## config.mk

```make
export PLATFORM = sky130hd
export DESIGN_NAME = prog_mem_arbiter_flat
export DESIGN_NICKNAME = d
export VERILOG_FILES = /design/src/rtl/prog_mem_arbiter_if.sv /design/src/rtl/prog_mem_arbiter.sv /design/src/flat_wrapper.sv
export SDC_FILE = /design/constraint.sdc
export NUM_CORES = 1
export LEC_CHECK = 0
export CORE_MARGIN = 5
export CORE_UTILIZATION = 25
export CTS_CLUSTER_SIZE = 24
export DETAILED_ROUTE_END_ITERATION = 10
export PLACE_DENSITY = 0.68
export SYNTH_ARGS = -nofsm -noshare
export SYNTH_HDL_FRONTEND = slang
export SYNTH_SLANG_ARGS = --single-unit
```

## constraint.sdc

```tcl
create_clock -name clk_i -period 2.05 [get_ports clk_i]
set_input_delay 0.41 -clock clk_i [delete_from_list [all_inputs] [get_ports clk_i]]
set_output_delay 0.41 -clock clk_i [all_outputs]
set_load 0.005 [all_outputs]
```

## src/rtl/prog_mem_arbiter_if.sv

```systemverilog
// Bus bundle between the CPU fetch stage, the debug loader front end and the
// single-port program memory, as seen by the program memory arbiter.
interface prog_mem_arbiter_if #(
  parameter int ADDR_W = 10,
  parameter int DATA_W = 18
);
  logic              cpu_req;
  logic [ADDR_W-1:0] cpu_addr;
  logic              cpu_gnt;
  logic [DATA_W-1:0] cpu_ir;
  logic              cpu_valid;
  logic              cpu_stall;
  logic              ld_hold;
  logic              ld_req;
  logic              ld_we;
  logic [ADDR_W-1:0] ld_addr;
  logic [DATA_W-1:0] ld_wdata;
  logic              ld_gnt;
  logic [DATA_W-1:0] ld_rdata;
  logic              ld_valid;
  logic              ld_active;
  logic [ADDR_W:0]   wr_count;
  logic [ADDR_W-1:0] mem_addr;
  logic              mem_we;
  logic [DATA_W-1:0] mem_wdata;
  logic [DATA_W-1:0] mem_rdata;

  modport slave (
    input  cpu_req, cpu_addr, ld_hold, ld_req, ld_we, ld_addr, ld_wdata, mem_rdata,
    output cpu_gnt, cpu_ir, cpu_valid, cpu_stall, ld_gnt, ld_rdata, ld_valid,
           ld_active, wr_count, mem_addr, mem_we, mem_wdata
  );

  modport master (
    output cpu_req, cpu_addr, ld_hold, ld_req, ld_we, ld_addr, ld_wdata, mem_rdata,
    input  cpu_gnt, cpu_ir, cpu_valid, cpu_stall, ld_gnt, ld_rdata, ld_valid,
           ld_active, wr_count, mem_addr, mem_we, mem_wdata
  );
endinterface

```

## src/rtl/prog_mem_arbiter.sv

```systemverilog
// Program memory arbiter: round-robin CPU fetch / loader readback in normal
// execution, exclusive loader read/write sessions for in-system reprogramming.
//
// state | meaning
// RUN   | CPU fetches and loader reads share the memory round-robin
// DRAIN | no grants; last read return from RUN is flushed out
// LOAD  | CPU stalled; loader owns the memory for reads and writes
// EXIT  | no grants; last loader read return is flushed out
module prog_mem_arbiter #(
  parameter int ADDR_W = 10
) (
  input logic            clk_i,
  input logic            rst_n_i,
  prog_mem_arbiter_if.slave arb_if
);
  localparam logic [1:0] S_RUN   = 2'd0;
  localparam logic [1:0] S_DRAIN = 2'd1;
  localparam logic [1:0] S_LOAD  = 2'd2;
  localparam logic [1:0] S_EXIT  = 2'd3;

  localparam logic [1:0] TAG_NONE = 2'd0;
  localparam logic [1:0] TAG_CPU  = 2'd1;
  localparam logic [1:0] TAG_LD   = 2'd2;

  localparam logic [ADDR_W:0] WR_MAX = {1'b1, {ADDR_W{1'b0}}};
  localparam logic [ADDR_W:0] WR_ONE = {{ADDR_W{1'b0}}, 1'b1};

  logic [1:0]      state_q, state_d;
  logic [1:0]      tag_q, tag_d;
  logic            pri_ld_q, pri_ld_d;
  logic            stall_q;
  logic [ADDR_W:0] wr_cnt_q, wr_cnt_d;
  logic            cpu_gnt, ld_gnt, ld_rd, mem_we;

  assign ld_rd = arb_if.ld_req & ~arb_if.ld_we;

  always_comb begin
    state_d = state_q;
    cpu_gnt = 1'b0;
    ld_gnt  = 1'b0;
    case (state_q)
      S_RUN: begin
        if (arb_if.ld_hold) begin
          state_d = S_DRAIN;
        end else begin
          // pri_ld_q set means the CPU won the last grant, so the loader goes next
          cpu_gnt = arb_if.cpu_req & (~ld_rd | ~pri_ld_q);
          ld_gnt  = ld_rd & (~arb_if.cpu_req | pri_ld_q);
        end
      end
      S_DRAIN: state_d = S_LOAD;
      S_LOAD: begin
        if (!arb_if.ld_hold) state_d = S_EXIT;
        else                 ld_gnt  = arb_if.ld_req;
      end
      S_EXIT:  state_d = S_RUN;
      default: state_d = S_RUN;
    endcase
  end

  assign mem_we = ld_gnt & arb_if.ld_we & (state_q == S_LOAD);

  always_comb begin
    pri_ld_d = pri_ld_q;
    if (cpu_gnt)     pri_ld_d = 1'b1;
    else if (ld_gnt) pri_ld_d = 1'b0;

    tag_d = TAG_NONE;
    if (cpu_gnt)    tag_d = TAG_CPU;
    else if (ld_gnt && !arb_if.ld_we) tag_d = TAG_LD;

    wr_cnt_d = wr_cnt_q;
    if (state_q == S_DRAIN)              wr_cnt_d = '0;
    else if (mem_we && wr_cnt_q != WR_MAX) wr_cnt_d = wr_cnt_q + WR_ONE;
  end

  always_ff @(posedge clk_i or negedge rst_n_i) begin
    if (!rst_n_i) begin
      state_q  <= S_RUN;
      tag_q    <= TAG_NONE;
      pri_ld_q <= 1'b0;
      stall_q  <= 1'b0;
      wr_cnt_q <= '0;
    end else begin
      state_q  <= state_d;
      tag_q    <= tag_d;
      pri_ld_q <= pri_ld_d;
      stall_q  <= (state_d != S_RUN);
      wr_cnt_q <= wr_cnt_d;
    end
  end

  assign arb_if.cpu_gnt   = cpu_gnt;
  assign arb_if.ld_gnt    = ld_gnt;
  assign arb_if.cpu_valid = (tag_q == TAG_CPU);
  assign arb_if.ld_valid  = (tag_q == TAG_LD);
  assign arb_if.cpu_ir    = (tag_q == TAG_CPU) ? arb_if.mem_rdata : '0;
  assign arb_if.ld_rdata  = (tag_q == TAG_LD)  ? arb_if.mem_rdata : '0;
  assign arb_if.cpu_stall = stall_q;
  assign arb_if.ld_active = (state_q == S_LOAD);
  assign arb_if.wr_count  = wr_cnt_q;
  assign arb_if.mem_we    = mem_we;
  assign arb_if.mem_wdata = mem_we ? arb_if.ld_wdata : '0;
  assign arb_if.mem_addr  = cpu_gnt ? arb_if.cpu_addr :
                            ld_gnt  ? arb_if.ld_addr  : '0;
endmodule

```

## src/flat_wrapper.sv

```systemverilog
// flat-port wrapper written by rule: the top's interface ports become plain ports
module prog_mem_arbiter_flat 
#(
  parameter int ADDR_W = 10
)
  (clk_i, rst_n_i, arb_if_cpu_req, arb_if_cpu_addr, arb_if_ld_hold, arb_if_ld_req, arb_if_ld_we, arb_if_ld_addr, arb_if_ld_wdata, arb_if_mem_rdata, arb_if_cpu_gnt, arb_if_cpu_ir, arb_if_cpu_valid, arb_if_cpu_stall, arb_if_ld_gnt, arb_if_ld_rdata, arb_if_ld_valid, arb_if_ld_active, arb_if_wr_count, arb_if_mem_addr, arb_if_mem_we, arb_if_mem_wdata);
  prog_mem_arbiter_if #(.ADDR_W(ADDR_W), .DATA_W(18)) arb_if_i ();
  input logic clk_i;
  input logic rst_n_i;
  input wire logic [$bits(arb_if_i.cpu_req)-1:0] arb_if_cpu_req;
  input wire logic [$bits(arb_if_i.cpu_addr)-1:0] arb_if_cpu_addr;
  input wire logic [$bits(arb_if_i.ld_hold)-1:0] arb_if_ld_hold;
  input wire logic [$bits(arb_if_i.ld_req)-1:0] arb_if_ld_req;
  input wire logic [$bits(arb_if_i.ld_we)-1:0] arb_if_ld_we;
  input wire logic [$bits(arb_if_i.ld_addr)-1:0] arb_if_ld_addr;
  input wire logic [$bits(arb_if_i.ld_wdata)-1:0] arb_if_ld_wdata;
  input wire logic [$bits(arb_if_i.mem_rdata)-1:0] arb_if_mem_rdata;
  output wire logic [$bits(arb_if_i.cpu_gnt)-1:0] arb_if_cpu_gnt;
  output wire logic [$bits(arb_if_i.cpu_ir)-1:0] arb_if_cpu_ir;
  output wire logic [$bits(arb_if_i.cpu_valid)-1:0] arb_if_cpu_valid;
  output wire logic [$bits(arb_if_i.cpu_stall)-1:0] arb_if_cpu_stall;
  output wire logic [$bits(arb_if_i.ld_gnt)-1:0] arb_if_ld_gnt;
  output wire logic [$bits(arb_if_i.ld_rdata)-1:0] arb_if_ld_rdata;
  output wire logic [$bits(arb_if_i.ld_valid)-1:0] arb_if_ld_valid;
  output wire logic [$bits(arb_if_i.ld_active)-1:0] arb_if_ld_active;
  output wire logic [$bits(arb_if_i.wr_count)-1:0] arb_if_wr_count;
  output wire logic [$bits(arb_if_i.mem_addr)-1:0] arb_if_mem_addr;
  output wire logic [$bits(arb_if_i.mem_we)-1:0] arb_if_mem_we;
  output wire logic [$bits(arb_if_i.mem_wdata)-1:0] arb_if_mem_wdata;
  assign arb_if_i.cpu_req = arb_if_cpu_req;
  assign arb_if_i.cpu_addr = arb_if_cpu_addr;
  assign arb_if_i.ld_hold = arb_if_ld_hold;
  assign arb_if_i.ld_req = arb_if_ld_req;
  assign arb_if_i.ld_we = arb_if_ld_we;
  assign arb_if_i.ld_addr = arb_if_ld_addr;
  assign arb_if_i.ld_wdata = arb_if_ld_wdata;
  assign arb_if_i.mem_rdata = arb_if_mem_rdata;
  assign arb_if_cpu_gnt = arb_if_i.cpu_gnt;
  assign arb_if_cpu_ir = arb_if_i.cpu_ir;
  assign arb_if_cpu_valid = arb_if_i.cpu_valid;
  assign arb_if_cpu_stall = arb_if_i.cpu_stall;
  assign arb_if_ld_gnt = arb_if_i.ld_gnt;
  assign arb_if_ld_rdata = arb_if_i.ld_rdata;
  assign arb_if_ld_valid = arb_if_i.ld_valid;
  assign arb_if_ld_active = arb_if_i.ld_active;
  assign arb_if_wr_count = arb_if_i.wr_count;
  assign arb_if_mem_addr = arb_if_i.mem_addr;
  assign arb_if_mem_we = arb_if_i.mem_we;
  assign arb_if_mem_wdata = arb_if_i.mem_wdata;
  prog_mem_arbiter #(.ADDR_W(ADDR_W)) u_core (.clk_i(clk_i), .rst_n_i(rst_n_i), .arb_if(arb_if_i));
endmodule
```

==> out/results.tsv <==
stage	metric	value	unit
timing	hold_viol	0	
timing	worst_slew_pin_slew	0.4892	ns
clock_tree	cts_buffer_depth	2	
place	place.gp.congestion	0.8113	
timing	period_minus_slack	2.281	ns
logic_synthesis	ys_ff_latch	17	
clock_tree	htree_levels	1	
route	wl_per_cell	15.43	um
route	drc	0	
logic_synthesis	synthTopCellsByCount	56 x and2_1, 17 x dfrtp_1, 12 x inv_1	
place	post-dp-hpwl	4806	um
timing	fmaxAchievable	438.3	MHz
clock_tree	clkLatencyLatePin	0.25	ns
logic_synthesis	synth_warnings	0	
route	vias	2078	
final_layout	diodes	0	
timing	maxSlewViolCount	0	
setup_path	critPathArrivalTime	1.87	ns
logic_synthesis	ys_top_cells_by_area	dfrtp_1 28%, and2_1 23%, a22o_1 5.7%	
clock_tree	clk_pin_slew	0.07	ns
setup_path	crit_required	1.64	ns
clock_tree	cts.sinks	17	
route	totalWireLength	7020	um
clock_tree	cts_tree	built	
global_routing	grt_use_total	0.1439	
job	maxCapViolCount	0	
route	via_per_inst	4.567	
power	p_int	1.379	mW
timing	skew	0.003393	ns
power	p_comb_frac	0.666	
logic_synthesis	synth_most_common_cell	and2_1	
timing	rsz0062_at_grt	yes	
logic_synthesis	synth_area_per_cell	8.422	um2
power	swShare	0.3363	
route	drt_iter0_drc	72	
timing	slew_headroom	0.6709	
power	p_per_area	563.4	nW/um2
final_layout	n_fill_cell	506	
timing	setup_ws	-0.2314	ns
route	first_pass_iters	4	
logic_synthesis	synth_cells	182	
place	dpl.cell_count	409	
die	core_area	5956	um2
final_layout	nets	448	
power	power_switching	698.8	uW
die	rows	28	
logic_synthesis	synth_edf_count	0	
logic_synthesis	synthesis.nets	249	
global_routing	grt_overflow	0	
logic_synthesis	synthArstFlopShare	1.000	
global_routing	antenna_found_initial	0	
die	dieArea	7797	um2
die	die_w	88.30	um
global_routing	grt_pass1_vias	1795	
final_layout	drive_gt1_frac	0.3000	
logic_synthesis	yosysUniqueCellTypes	32	
timing	finalSetupViolations	10	
route	drtAntennaViolNets	0	
setup_path	endpoint_kind	output pin	
power	p_clk_frac	0.119	
power	p_leak	2.345	nW
logic_synthesis	synth_seq_area_share	0.2776	
die	io_pins	144	
timing	fin_setup_tns	-2.027	ns
logic_synthesis	yosys.area.top_type	dfrtp_1	
setup_path	crit_type	reg2out	
die	die_y	88.30	um
setup_path	start_kind	flop	
final_layout	synthToLayoutAreaGrowth	140.7	%
status	violations	negative setup slack	
power	irDropWorstVdd	0.5089	mV
hold_path	min_path_type	in2async	
logic_synthesis	netlist_area	1533	um2
global_routing	grt_pass1_wl	9018	um
global_routing	grt_max_degree	20	
logic_synthesis	synth_top_area_frac	0.2776	
clock_tree	cts_root_buf	clkbuf_8	
die	initial_utilization	0.2574	
status	outcome	complete, but fails checks	
setup_path	crit_fanout	3	
logic_synthesis	synth-main-ff-cell	dfrtp_1	
timing	hold_slack	0.4788	ns
clock_tree	cts_buffers	3	
power	p_seq_frac	0.215	
timing	fin_crit_sh	1.113	
final_layout	instances_no_fill	455	
place	port_buffers	143	
## layout make-up
| type | instances | area (um2) | area share |
|---|---|---|---|
| Clock buffer | 3 | 41.29 | 0.01119 |
| Clock inverter | 1 | 5.005 | 0.001357 |
| Inverter | 12 | 47.55 | 0.01289 |
| Multi-Input combinational cell | 144 | 1081 | 0.2931 |
| Sequential cell | 17 | 425.4 | 0.1153 |
| Tap cell | 75 | 93.84 | 0.02544 |
| Timing Repair Buffer | 203 | 1994 | 0.5407 |
## logic make-up (layout without fill, tap and decap cells)
group / Yosys count / in the layout / share of synthesized area
fa+ha+maj: 5 / 5 / 0.04082
flops: 17 / 17 / 0.2776
simple gates: 107 / 107 / 0.4384
compound gates: 29 / 29 / 0.1559
mux: 3 / 3 / 0.02204
buf+inv: 21 / 219 / 0.06530
## state kept, by name (all words and copies together), names as in the netlist
signal	flops
u_core.pri_ld_q	1
u_core.tag_q	2
u_core.arb_if.wr_count	11
u_core.state_q	2
u_core.arb_if.cpu_stall	1
## per-stage QoR
step             util  setup WS [ns]  cell area [um2]  power, mW
5_1_grt        0.6193        -0.3361             3689      2.231
3_3_place_gp   0.5290        -0.5201             3151      1.462
4_1_cts        0.5674        -0.2623             3379      1.900
3_5_place_dp   0.5290        -0.5417             3151      1.472
2_1_floorplan       -         0.2591             1533     0.8598
6_report       0.6193        -0.2314             3689      2.078
## worst paths after layout
kind,start,cells past startpoint,slack (ns),to
max in group asynchronous,rst_n_i,2,1.38,u_core.state_q[1]$_DFF_PN0_
worst max register to register,u_core.state_q[0]$_DFF_PN0_,7,0.17,u_core.arb_if.wr_count[7]$_DFFE_PN0P_
worst max-delay path,u_core.state_q[1]$_DFF_PN0_,10,-0.23,arb_if_mem_addr[3]
min in group clk_i,u_core.arb_if.wr_count[8]$_DFFE_PN0P_,2,0.61,u_core.arb_if.wr_count[8]$_DFFE_PN0P_
worst min register to register,u_core.arb_if.wr_count[8]$_DFFE_PN0P_,2,0.61,u_core.arb_if.wr_count[8]$_DFFE_PN0P_
worst min-delay path,rst_n_i,2,0.48,u_core.arb_if.wr_count[4]$_DFFE_PN0P_
## power by group through the flow
| stage | combinational [mW] | clock, mW | sequential (mW) |
|---|---|---|---|
| after global routing | 1.50 | 0.278 | 0.457 |
| after detailed placement | 1.03 | 0 | 0.438 |
| after global placement | 1.02 | 0 | 0.439 |
| after CTS | 1.20 | 0.258 | 0.438 |
| final | 1.38 | 0.247 | 0.447 |
| after floorplan | 0.415 | 0 | 0.445 |
## repair_timing
action / CTS / global route
hold buffers: 0 / 0
setup endpoints to repair: 31 / 67
pin swaps: 7 / 6
gates cloned: 3 / 6
gates resized for setup: 94 / 115
setup buffers: 18 / 18
## cells in the final DEF, fill, tap and decap left out, types with 3 or more instances in the layout
cell and n:
clkbuf_8 3, clkdlybuf4s50_1 71, buf_12 4, nand2_1 5
nor2_1 7, and2_1 53, ha_1 3, and2_4 3
nand4_1 5, dlygate4sd2_1 3, o31ai_1 3, nand3_1 8
a22o_1 10, inv_1 9, clkbuf_2 11, buf_6 25
nor2b_1 5, dlymetal6s2s_1 39, or4_1 5, a21oi_1 6
buf_4 32, buf_2 17, dfrtp_1 17, o211ai_1 3
nor4_1 4
## per-layer routing
layer	share of wire	vias to the layer above	global-route usage	routed length (um)
met4	0.014	0	0.03022	100
met3	0.089	10	0.03818	626
met1	0.36	953	0.1682	2508
met5	0	-	0	0
li1	-	1038	-	-
met2	0.54	77	0.2631	3784
## worst max-delay path: stages, from the launching register on
cell and delay (ns):
dfrtp_1 0.38, inv_2 0.08, ha_4 0.15, nand2b_4 0.07, buf_6 0.12, a311oi_4 0.24
buf_4 0.19, buf_6 0.09, buf_4 0.10, a22o_1 0.10, buf_2 0.11
Note: power is estimated with default switching activity, not from simulation.
